--- config.mk ---
export PLATFORM = sky130hd
export DESIGN_NAME = gate_tester_flat
export DESIGN_NICKNAME = d
export VERILOG_FILES = /design/src/rtl/gate_tester_if.sv /design/src/rtl/gate_tester.sv /design/src/flat_wrapper.sv
export SDC_FILE = /design/constraint.sdc
export NUM_CORES = 1
export LEC_CHECK = 0
export BUFFER_PORTS_ARGS = -buffer_cell sky130_fd_sc_hd__buf_4
export CORE_MARGIN = 5
export CORE_UTILIZATION = 55
export DETAILED_ROUTE_END_ITERATION = 10
export GPL_TIMING_DRIVEN = 0
export PLACE_DENSITY_LB_ADDON = 0.2
export SLEW_MARGIN = 30
export SYNTH_ARGS = -nofsm -noshare
export SYNTH_HDL_FRONTEND = slang
export SYNTH_SLANG_ARGS = --single-unit
--- constraint.sdc ---
create_clock -name clk -period 2.51 [get_ports clk]
set_input_delay 0.1255 -clock clk [delete_from_list [all_inputs] [get_ports clk]]
set_output_delay 0.1255 -clock clk [all_outputs]
set_load 0.02 [all_outputs]
--- src/rtl/gate_tester_if.sv ---
// ============================================================================
// Module      : gate_tester_if
// Description : Stimulus/response and status bundle between the gate tester
//               and its environment.
// Revision    : 1.0 - initial release
// ============================================================================
`default_nettype none

interface gate_tester_if;
    logic       start;
    logic [2:0] gate_sel;
    logic       a;
    logic       b;
    logic       c;
    logic       busy;
    logic       done;
    logic       pass;
    logic [3:0] fail_vec;
    logic       err_sel;

    // Environment side: requests sweeps and drives the gate-under-test output
    modport master (
        output start, gate_sel, c,
        input  a, b, busy, done, pass, fail_vec, err_sel
    );

    // Tester side
    modport slave (
        input  start, gate_sel, c,
        output a, b, busy, done, pass, fail_vec, err_sel
    );
endinterface

`default_nettype wire

--- src/rtl/gate_tester.sv ---
// ============================================================================
// Module      : gate_tester
// Description : Sweeps a 2-input gate through all four {a,b} vectors and
//               checks its output against the selected boolean function.
// Revision    : 1.0 - initial release
// ============================================================================
`default_nettype none

module gate_tester #(
    parameter int SETTLE_CYCLES = 2
) (
    input  wire logic     clk,
    input  wire logic     rst_n,
    gate_tester_if.slave  bus
);

    localparam logic [1:0] S_IDLE   = 2'd0;
    localparam logic [1:0] S_SWEEP  = 2'd1;
    localparam logic [1:0] S_REPORT = 2'd2;

    localparam logic [3:0] c_settle = 4'(SETTLE_CYCLES);

    logic [1:0] r_state, w_state;
    logic [2:0] r_sel,   w_sel;
    logic [1:0] r_idx,   w_idx;
    logic [3:0] r_cnt,   w_cnt;
    logic       r_a,     w_a;
    logic       r_b,     w_b;
    logic       r_busy,  w_busy;
    logic       r_done,  w_done;
    logic       r_pass,  w_pass;
    logic [3:0] r_fail,  w_fail;
    logic       r_err,   w_err;
    logic       w_expect;
    logic       w_sel_ok;

    assign w_sel_ok = (bus.gate_sel < 3'd6);

    // Reference response of the latched function for the vector now applied
    always_comb begin
        w_expect = 1'b0;
        case (r_sel)
            3'd0:    w_expect =   r_a & r_b;
            3'd1:    w_expect =   r_a | r_b;
            3'd2:    w_expect = ~(r_a & r_b);
            3'd3:    w_expect = ~(r_a | r_b);
            3'd4:    w_expect =   r_a ^ r_b;
            3'd5:    w_expect = ~(r_a ^ r_b);
            default: w_expect = 1'b0;
        endcase
    end

    always_comb begin
        w_state = r_state;
        w_sel   = r_sel;
        w_idx   = r_idx;
        w_cnt   = r_cnt;
        w_a     = r_a;
        w_b     = r_b;
        w_busy  = r_busy;
        w_done  = 1'b0;
        w_pass  = r_pass;
        w_fail  = r_fail;
        w_err   = r_err;

        case (r_state)
            S_IDLE: begin
                if (bus.start) begin
                    if (w_sel_ok) begin
                        w_state = S_SWEEP;
                        w_sel   = bus.gate_sel;
                        w_idx   = 2'd0;
                        w_cnt   = 4'd0;
                        w_a     = 1'b0;
                        w_b     = 1'b0;
                        w_busy  = 1'b1;
                        w_pass  = 1'b0;
                        w_fail  = 4'b0000;
                        w_err   = 1'b0;
                    end else begin
                        // Invalid function: report a total failure without sweeping
                        w_state = S_REPORT;
                        w_done  = 1'b1;
                        w_a     = 1'b0;
                        w_b     = 1'b0;
                        w_busy  = 1'b0;
                        w_pass  = 1'b0;
                        w_fail  = 4'b1111;
                        w_err   = 1'b1;
                    end
                end
            end

            S_SWEEP: begin
                if (r_cnt == c_settle) begin
                    w_cnt = 4'd0;
                    if (bus.c != w_expect) begin
                        w_fail[r_idx] = 1'b1;
                    end
                    if (r_idx == 2'd3) begin
                        w_state = S_REPORT;
                        w_idx   = 2'd0;
                        w_a     = 1'b0;
                        w_b     = 1'b0;
                        w_busy  = 1'b0;
                        w_done  = 1'b1;
                        w_pass  = (w_fail == 4'b0000);
                    end else begin
                        w_idx      = r_idx + 2'd1;
                        {w_a, w_b} = w_idx;
                    end
                end else begin
                    w_cnt = r_cnt + 4'd1;
                end
            end

            S_REPORT: begin
                w_state = S_IDLE;
            end

            default: begin
                w_state = S_IDLE;
            end
        endcase
    end

    always_ff @(posedge clk or negedge rst_n) begin
        if (!rst_n) begin
            r_state <= S_IDLE;
            r_sel   <= 3'd0;
            r_idx   <= 2'd0;
            r_cnt   <= 4'd0;
            r_a     <= 1'b0;
            r_b     <= 1'b0;
            r_busy  <= 1'b0;
            r_done  <= 1'b0;
            r_pass  <= 1'b0;
            r_fail  <= 4'b0000;
            r_err   <= 1'b0;
        end else begin
            r_state <= w_state;
            r_sel   <= w_sel;
            r_idx   <= w_idx;
            r_cnt   <= w_cnt;
            r_a     <= w_a;
            r_b     <= w_b;
            r_busy  <= w_busy;
            r_done  <= w_done;
            r_pass  <= w_pass;
            r_fail  <= w_fail;
            r_err   <= w_err;
        end
    end

    assign bus.a        = r_a;
    assign bus.b        = r_b;
    assign bus.busy     = r_busy;
    assign bus.done     = r_done;
    assign bus.pass     = r_pass;
    assign bus.fail_vec = r_fail;
    assign bus.err_sel  = r_err;

endmodule

`default_nettype wire

--- src/flat_wrapper.sv ---
// flat-port wrapper written by rule: the top's interface ports become plain ports
module gate_tester_flat 
#(
    parameter int SETTLE_CYCLES = 2
)
  (clk, rst_n, bus_start, bus_gate_sel, bus_c, bus_a, bus_b, bus_busy, bus_done, bus_pass, bus_fail_vec, bus_err_sel);
  gate_tester_if bus_i ();
  input  wire logic clk;
  input  wire logic rst_n;
  input wire logic [$bits(bus_i.start)-1:0] bus_start;
  input wire logic [$bits(bus_i.gate_sel)-1:0] bus_gate_sel;
  input wire logic [$bits(bus_i.c)-1:0] bus_c;
  output wire logic [$bits(bus_i.a)-1:0] bus_a;
  output wire logic [$bits(bus_i.b)-1:0] bus_b;
  output wire logic [$bits(bus_i.busy)-1:0] bus_busy;
  output wire logic [$bits(bus_i.done)-1:0] bus_done;
  output wire logic [$bits(bus_i.pass)-1:0] bus_pass;
  output wire logic [$bits(bus_i.fail_vec)-1:0] bus_fail_vec;
  output wire logic [$bits(bus_i.err_sel)-1:0] bus_err_sel;
  assign bus_i.start = bus_start;
  assign bus_i.gate_sel = bus_gate_sel;
  assign bus_i.c = bus_c;
  assign bus_a = bus_i.a;
  assign bus_b = bus_i.b;
  assign bus_busy = bus_i.busy;
  assign bus_done = bus_i.done;
  assign bus_pass = bus_i.pass;
  assign bus_fail_vec = bus_i.fail_vec;
  assign bus_err_sel = bus_i.err_sel;
  gate_tester #(.SETTLE_CYCLES(SETTLE_CYCLES)) u_core (.clk(clk), .rst_n(rst_n), .bus(bus_i));
endmodule
==> impl_metrics.py, run 1 <==
metrics = {
    "pwr": {
        "powerDensity_nw_per_um2": 1200,
        "leakage_nw": 0.633,
        "ir_worst_vdd_mv": 0.709,
    },
    "clock_tree": {
        "clockBufferDepth": 2,
        "cts_tree": "yes",
        "cts.sinks": 21,
        "clkTransAtPathRegs_ns": 0.11,
        "clk_latency_ns": 0.30,
        "ctsRootBufferMaster": "clkbuf_4",
        "post_cts_buffers": 0,
        "htreeDepth": 1,
        "cts_inserted_buffers": 3,
    },
    "global_route": {
        "antenna_found_initial": 0,
        "grt_max_degree": 22,
        "grt_pass1_wl_um": 3870,
        "gr-total-overflow": 0,
        "grt_pass1_vias": 869,
        "track_usage": 0.189,
    },
    "synth": {
        "syn_area_um2": 1070,
        "ys_seq_elements": 21,
        "syn_inst": 101,
        "yosysWarningCount": 0,
        "synth-edff-count": 0,
        "synth_top_area_frac": 0.489,
        "syn-num-nets": 116,
        "synth.distinct_cells": 31,
        "synth-async-reset-ratio": 1.00,
        "yosysTopAreaCell": "dfrtp_1",
        "synth_ff_type": "dfrtp_1",
        "netlist_top_cells_count": "dfrtp_1 (21), nand2_1 (9), nor2_1 (9), o21ai_0 (9), ha_1 (8)",
        "syn_avg_cell_area_um2": 10.6,
        "synth.area.top_cells": "dfrtp_1 (49%), ha_1 (9.3%), o21ai_0 (4.2%)",
        "synth_most_common_cell": "dfrtp_1",
        "ys_seq_area_frac": 0.489,
    },
    "critical_path": {
        "setup.worst_path.start": "u_core.bus.b",
        "critical_path_required_ns": 2.70,
        "rrSetupSlack_ns": 0.74,
        "endpoint_kind": "flip-flop",
        "critPathMaxStageDelay_ns": 0.39,
        "path_cells": "inv_1 -> ha_1 -> xor2_1 -> nand3b_1 -> o311ai_4 -> xor2_2 -> a221o_1",
        "arrival_ns": 1.96,
        "crit_path_top_delay_cell": "dfrtp_1",
        "rr_startpoint": "u_core.bus.b",
        "crit_fanout": 5,
        "start_kind": "flip-flop",
        "path_class": "flip-flop to flip-flop",
    },
    "floorplanning": {
        "ios": 17,
        "rows": 16,
        "die_h_um": 54.2,
        "coreArea_um2": 1900,
        "initial_core_util": 0.565,
        "die-area_um2": 2940,
        "die_x_um": 54.2,
    },
    "final_layout": {
        "post-route-util": 0.665,
        "fillCellCount": 151,
        "fin_cells": 149,
        "fin_nets": 138,
        "drive_gt1_frac": 0.213,
        "synthToLayoutAreaGrowth_pct": 17.7,
        "diodes": 0,
    },
    "sta": {
        "layout_setup_ws_ns": 0.740,
        "tightest_slew_ns": 0.415,
        "max_freq_mhz": 565,
        "setup_viol": 0,
        "min_period_over_period": 0.705,
        "slew_violations": 0,
        "slew_headroom": 0.723,
        "hold_ws_ns": 0.0600,
        "period_needed_ns": 1.77,
        "final.setup_skew_ns": 0.00115,
        "rsz0062_at_grt": "no",
        "setup_tns_ns": 0,
        "hold_viol_final": 0,
    },
    "place": {
        "place_inst": 144,
        "hpwlAfterDp_um": 1690,
        "finalWeightedCongestion": 0.795,
        "pre_cts_slack_ns": 0.750,
        "io_buffer_count": 16,
    },
    "routing": {
        "vias": 808,
        "first_iter_violations": 12,
        "dr.pass1.iters": 4,
        "via_per_inst": 5.42,
        "ant_nets": 0,
        "wire_per_inst_um": 14.3,
        "wl_um": 2130,
        "drc_errors": 0,
    },
    "run": {
        "cap_violations": 0,
    },
    "hold_path": {
        "hp-start": "bus_gate_sel[0]",
        "min_path_type": "primary input to flip-flop",
    },
    "run_status": {
        "outcome": "finished clean",
    },
}
final timing paths:
path | end | cells past startpoint
min reg2reg | u_core.bus.err_sel | 1
max in group asynchronous | u_core.r_idx[0] | 2
min | u_core.r_sel[0] | 2
max | u_core.bus.fail_vec[0] | 7
min in group asynchronous | u_core.r_sel[1] | 2
max reg2reg | u_core.bus.fail_vec[0] | 7
power by group:
| group | leakage [nW] | internal [mW] | switching, mW |
|---|---|---|---|
| sequential | 0.268 | 0.469 | 0.136 |
| combinational | 0.350 | 0.346 | 0.406 |
| clock | 0.0150 | 0.0619 | 0.0972 |
| total | 0.633 | 0.877 | 0.639 |
cell type report:
cell class,instances,area (µm²),share of cell area
well taps,27,33.8,0.0267
flip-flops and latches,21,526,0.415
plain buffers,1,3.75,0.00297
repair buffers,17,130,0.103
clock buffers,4,26.3,0.0208
multi-input cells,74,527,0.416
inverters,5,18.8,0.0148
sequential cells by signal (all words and copies together) (netlist names):
| name | flops |
|---|---|
| u_core.bus.err_sel | 1 |
| u_core.bus.pass | 1 |
| u_core.r_idx | 2 |
| u_core.bus.a | 1 |
| u_core.r_state | 2 |
| u_core.r_sel | 3 |
| u_core.bus.fail_vec | 4 |
| u_core.bus.done | 1 |
| u_core.bus.b | 1 |
| u_core.bus.busy | 1 |
| u_core.r_cnt | 4 |
critical path: cells and delay by family (launching register included):
| kind | cells | cell delay (ns) |
|---|---|---|
| AOI/OAI and AO/OA | 2 | 0.44 |
| xor gates and xnor gates | 2 | 0.33 |
| adders and majority gates | 1 | 0.30 |
| buffers and inverters | 1 | 0.07 |
| DFF | 1 | 0.39 |
| and+or+nand+nor | 1 | 0.14 |
per-stage QoR:
| stage | area [µm²] | power (mW) |
|---|---|---|
| 2_1_floorplan | 1070 | 1.13 |
| 3_3_place_gp | 1230 | 1.32 |
| 3_5_place_dp | 1230 | 1.37 |
| 4_1_cts | 1260 | 1.54 |
| 5_1_grt | 1260 | 1.66 |
| 6_report | 1260 | 1.52 |
metal layers:
metal	vias up	part of all wire	global-route usage
li1	404	-	-
met2	13	0.53	0.357
met5	-	0	0
met3	2	0.043	0.0665
met1	389	0.42	0.198
met4	0	0.0070	0.0373
cell families (layout without fill, tap and decap cells):
kind of cell | Yosys count | in the layout | share of synthesized area
XOR/XNOR | 4 | 4 | 0.0396
flip-flops | 21 | 21 | 0.489
multiplexers | 1 | 1 | 0.0105
adder cells (fa/ha/maj) | 8 | 8 | 0.0931
buffers and inverters | 6 | 27 | 0.0210
AO/OA/AOI/OAI | 22 | 22 | 0.159
AND/OR/NAND/NOR | 39 | 39 | 0.187
layout by cell type, fill, tap and decap left out, types with 2 or more instances in the layout:
cell type  count
dfrtp_1       21
buf_4         16
nor2_1         9
nand2_1        9
o21ai_0        9
ha_1           8
nand3_1        6
inv_1          5
and3_1         4
a221o_1        4
clkbuf_4       3
clkbuf_1       2
nand2b_1       2
xnor2_1        2
nand3b_1       2
a21o_1         2
what timing repair did:
action,CTS,global route
hold buffers,1,0
gates resized for setup,0,0
endpoints found under the hold margin,21,0
(Power assumes the default switching activity.)
==> run 2, diff against run 1 <==
Settings changed: CORE_UTILIZATION 55 to 49.
Clock period 2.51 ns to 1.6 ns, I/O delays scaled along.
==> run 2 against run 1 <==
  * The run now ends with negative setup slack left
  * Global-route usage shrank 4.7 points
  * Register-to-register slack lost 0.89 ns
  * Final area grew 6.9%
  * Fmax grew 1.0%
  * Worst hold slack lost 0.044 ns
  * Clock power grew 58%
  * Sequential share of layout area shrank 2.5 points
  * Sequential power grew 57%
  * First-iteration DRC count grew 58%
  * Via count grew 2.2%
  * Critical path type unchanged
  * Largest cell class unchanged
  * Largest power group unchanged
==> impl_metrics.py, run 2 (synthesis gave the netlist of run 1 again) <==
metrics = {
    "run_status": {
        "outcome": "complete, but fails checks",
        "violations": "negative setup slack",
    },
    "clock_tree": {
        "clkTransAtPathRegs_ns": 0.12,
        "htreeDepth": 1,
        "cts_tree": "yes",
        "cts.sinks": 21,
        "clockBufferDepth": 2,
        "cts_inserted_buffers": 3,
        "clk_latency_ns": 0.30,
        "ctsRootBufferMaster": "clkbuf_4",
    },
    "critical_path": {
        "start_kind": "flip-flop",
        "rr_startpoint": "u_core.bus.b",
        "r2r_end": "u_core.bus.fail_vec[0]",
        "path_class": "flip-flop to flip-flop",
        "endpoint_kind": "flip-flop",
        "reg2reg_depth": 7,
        "crit_fanout": 5,
        "critical_path_required_ns": 1.80,
        "rrSetupSlack_ns": -0.15,
        "arrival_ns": 1.95,
    },
    "final_layout": {
        "fin_nets": 142,
        "layout_commonest_cell": "buf_4",
        "post-route-util": 0.630,
        "drive_gt1_frac": 0.333,
        "diodes": 0,
        "fillCellCount": 171,
        "mostFrequentLayoutCells": "buf_4 (20), dfrtp_1 (19), nor2_1 (9)",
        "synthToLayoutAreaGrowth_pct": 25.8,
    },
    "routing": {
        "first_iter_violations": 19,
        "via_per_inst": 5.36,
        "wire_per_inst_um": 13.4,
        "wl_um": 2060,
        "dr.pass1.iters": 4,
        "vias": 826,
        "drc_errors": 0,
        "ant_nets": 0,
    },
    "pwr": {
        "leakage_nw": 0.660,
        "p_total_mw": 2.57,
        "powerDensity_nw_per_um2": 1900,
        "internal-power_mw": 1.49,
        "pwr-share-clk": 0.098,
        "p_comb_frac": 0.532,
        "seq_power_share": 0.370,
        "switching_power_mw": 1.07,
        "ir_worst_vdd_mv": 0.932,
        "swShare": 0.418,
    },
    "floorplanning": {
        "ios": 17,
        "die_x_um": 56.8,
        "initial_core_util": 0.500,
        "coreArea_um2": 2150,
        "die-area_um2": 3230,
        "rows": 17,
        "die_h_um": 56.8,
    },
    "global_route": {
        "grt_util_met1": 0.176,
        "grt_pass1_wl_um": 3700,
        "gr-total-overflow": 0,
        "top_usage_layer": "met2",
        "track_usage": 0.142,
        "use_met3": 0.0322,
        "grt_pass1_vias": 846,
        "met2_usage": 0.249,
        "grt_max_degree": 22,
        "antenna_found_initial": 0,
    },
    "hold_path": {
        "hp-start": "bus_gate_sel[0]",
        "min_path_cells": 2,
        "min_path_type": "primary input to flip-flop",
        "worstHoldEndpoint": "u_core.r_sel[0]",
    },
    "sta": {
        "rsz0062_at_grt": "yes",
        "period_needed_ns": 1.75,
        "min_period_over_period": 1.10,
        "slew_violations": 0,
        "layout_setup_ws_ns": -0.153,
        "max_freq_mhz": 571,
        "final.setup_skew_ns": 0.00366,
        "setup_viol": 5,
        "tightest_slew_ns": 0.385,
        "slew_headroom": 0.744,
        "hold_ws_ns": 0.0157,
        "hold_viol_final": 0,
    },
    "place": {
        "hpwlAfterDp_um": 1530,
        "io_buffer_count": 16,
        "finalWeightedCongestion": 0.814,
        "pre_cts_slack_ns": -0.135,
    },
    "run": {
        "cap_violations": 0,
    },
}
==> run 2: changes by cell type in the layout (fill, tap and decap cells not counted), sizes merged <==
cell / change
clkbuf: -1
buf: +4
clkinv: +1
==> run 2: final cells by class <==
type | instances | area [µm²] | area share
buffer | 1 | 3.75 | 0.00278
clock buffer | 3 | 22.5 | 0.0167
clock inverter | 1 | 5.00 | 0.00370
inverter | 5 | 18.8 | 0.0139
multi-input combinational | 74 | 579 | 0.428
sequential | 21 | 528 | 0.390
tap | 28 | 35.0 | 0.0259
timing repair buffer | 21 | 160 | 0.118
==> run 2: how the worst max path moves through the flow <==
stage | end | cells after the start | slack (ns) | startpoint
detailed placement | u_core.bus.fail_vec[1] | 7 | -0.14 | u_core.bus.b
floorplan | u_core.bus.fail_vec[0] | 7 | -0.11 | u_core.bus.b
finish | u_core.bus.fail_vec[0] | 7 | -0.15 | u_core.bus.b
CTS | u_core.bus.fail_vec[2] | 7 | -0.12 | u_core.bus.b
global route | u_core.bus.fail_vec[0] | 7 | -0.21 | u_core.bus.b
global placement | u_core.bus.fail_vec[0] | 7 | -0.09 | u_core.bus.b
==> run 2: layer usage <==
metal / vias to the layer above / wire length [µm]
met5: - / 0
met4: 0 / 12
met3: 2 / 96
met2: 14 / 1030
met1: 403 / 921
li1: 407 / -
==> run 2: stage by stage <==
stage / cell area (µm²) / instances / TNS [ns]
floorplan: 1090 / 101 / -0.444
global placement: 1240 / 145 / -0.417
detailed placement: 1240 / 145 / -0.621
CTS: 1310 / 152 / -0.476
global route: 1350 / 154 / -0.924
finish: 1350 / 154 / -0.530
==> run 2: what timing repair did <==
action | CTS | global route
setup endpoints to repair | 9 | 10
buffers inserted | 2 | 2
endpoints found under the hold margin | 21 | 0
gates resized for setup | 2 | 8
pin swaps | 1 | 3
hold buffers | 1 | 0
==> run 2: critical path, stage by stage (launching register included) <==
cell	delay, ns
dfrtp_2	0.44
inv_2	0.08
ha_4	0.21
xor2_2	0.14
nand3b_1	0.14
o311ai_4	0.11
xor2_2	0.19
a221o_1	0.34
==> run 2: power by group through the flow <==
stage / Clock (mW) / Combinational [mW] / Sequential (mW)
3_5_place_dp: 0 / 1.22 / 0.958
6_report: 0.252 / 1.37 / 0.949
5_1_grt: 0.293 / 1.52 / 0.985
4_1_cts: 0.261 / 1.28 / 0.939
2_1_floorplan: 0 / 0.776 / 1.04
3_3_place_gp: 0 / 1.18 / 0.950
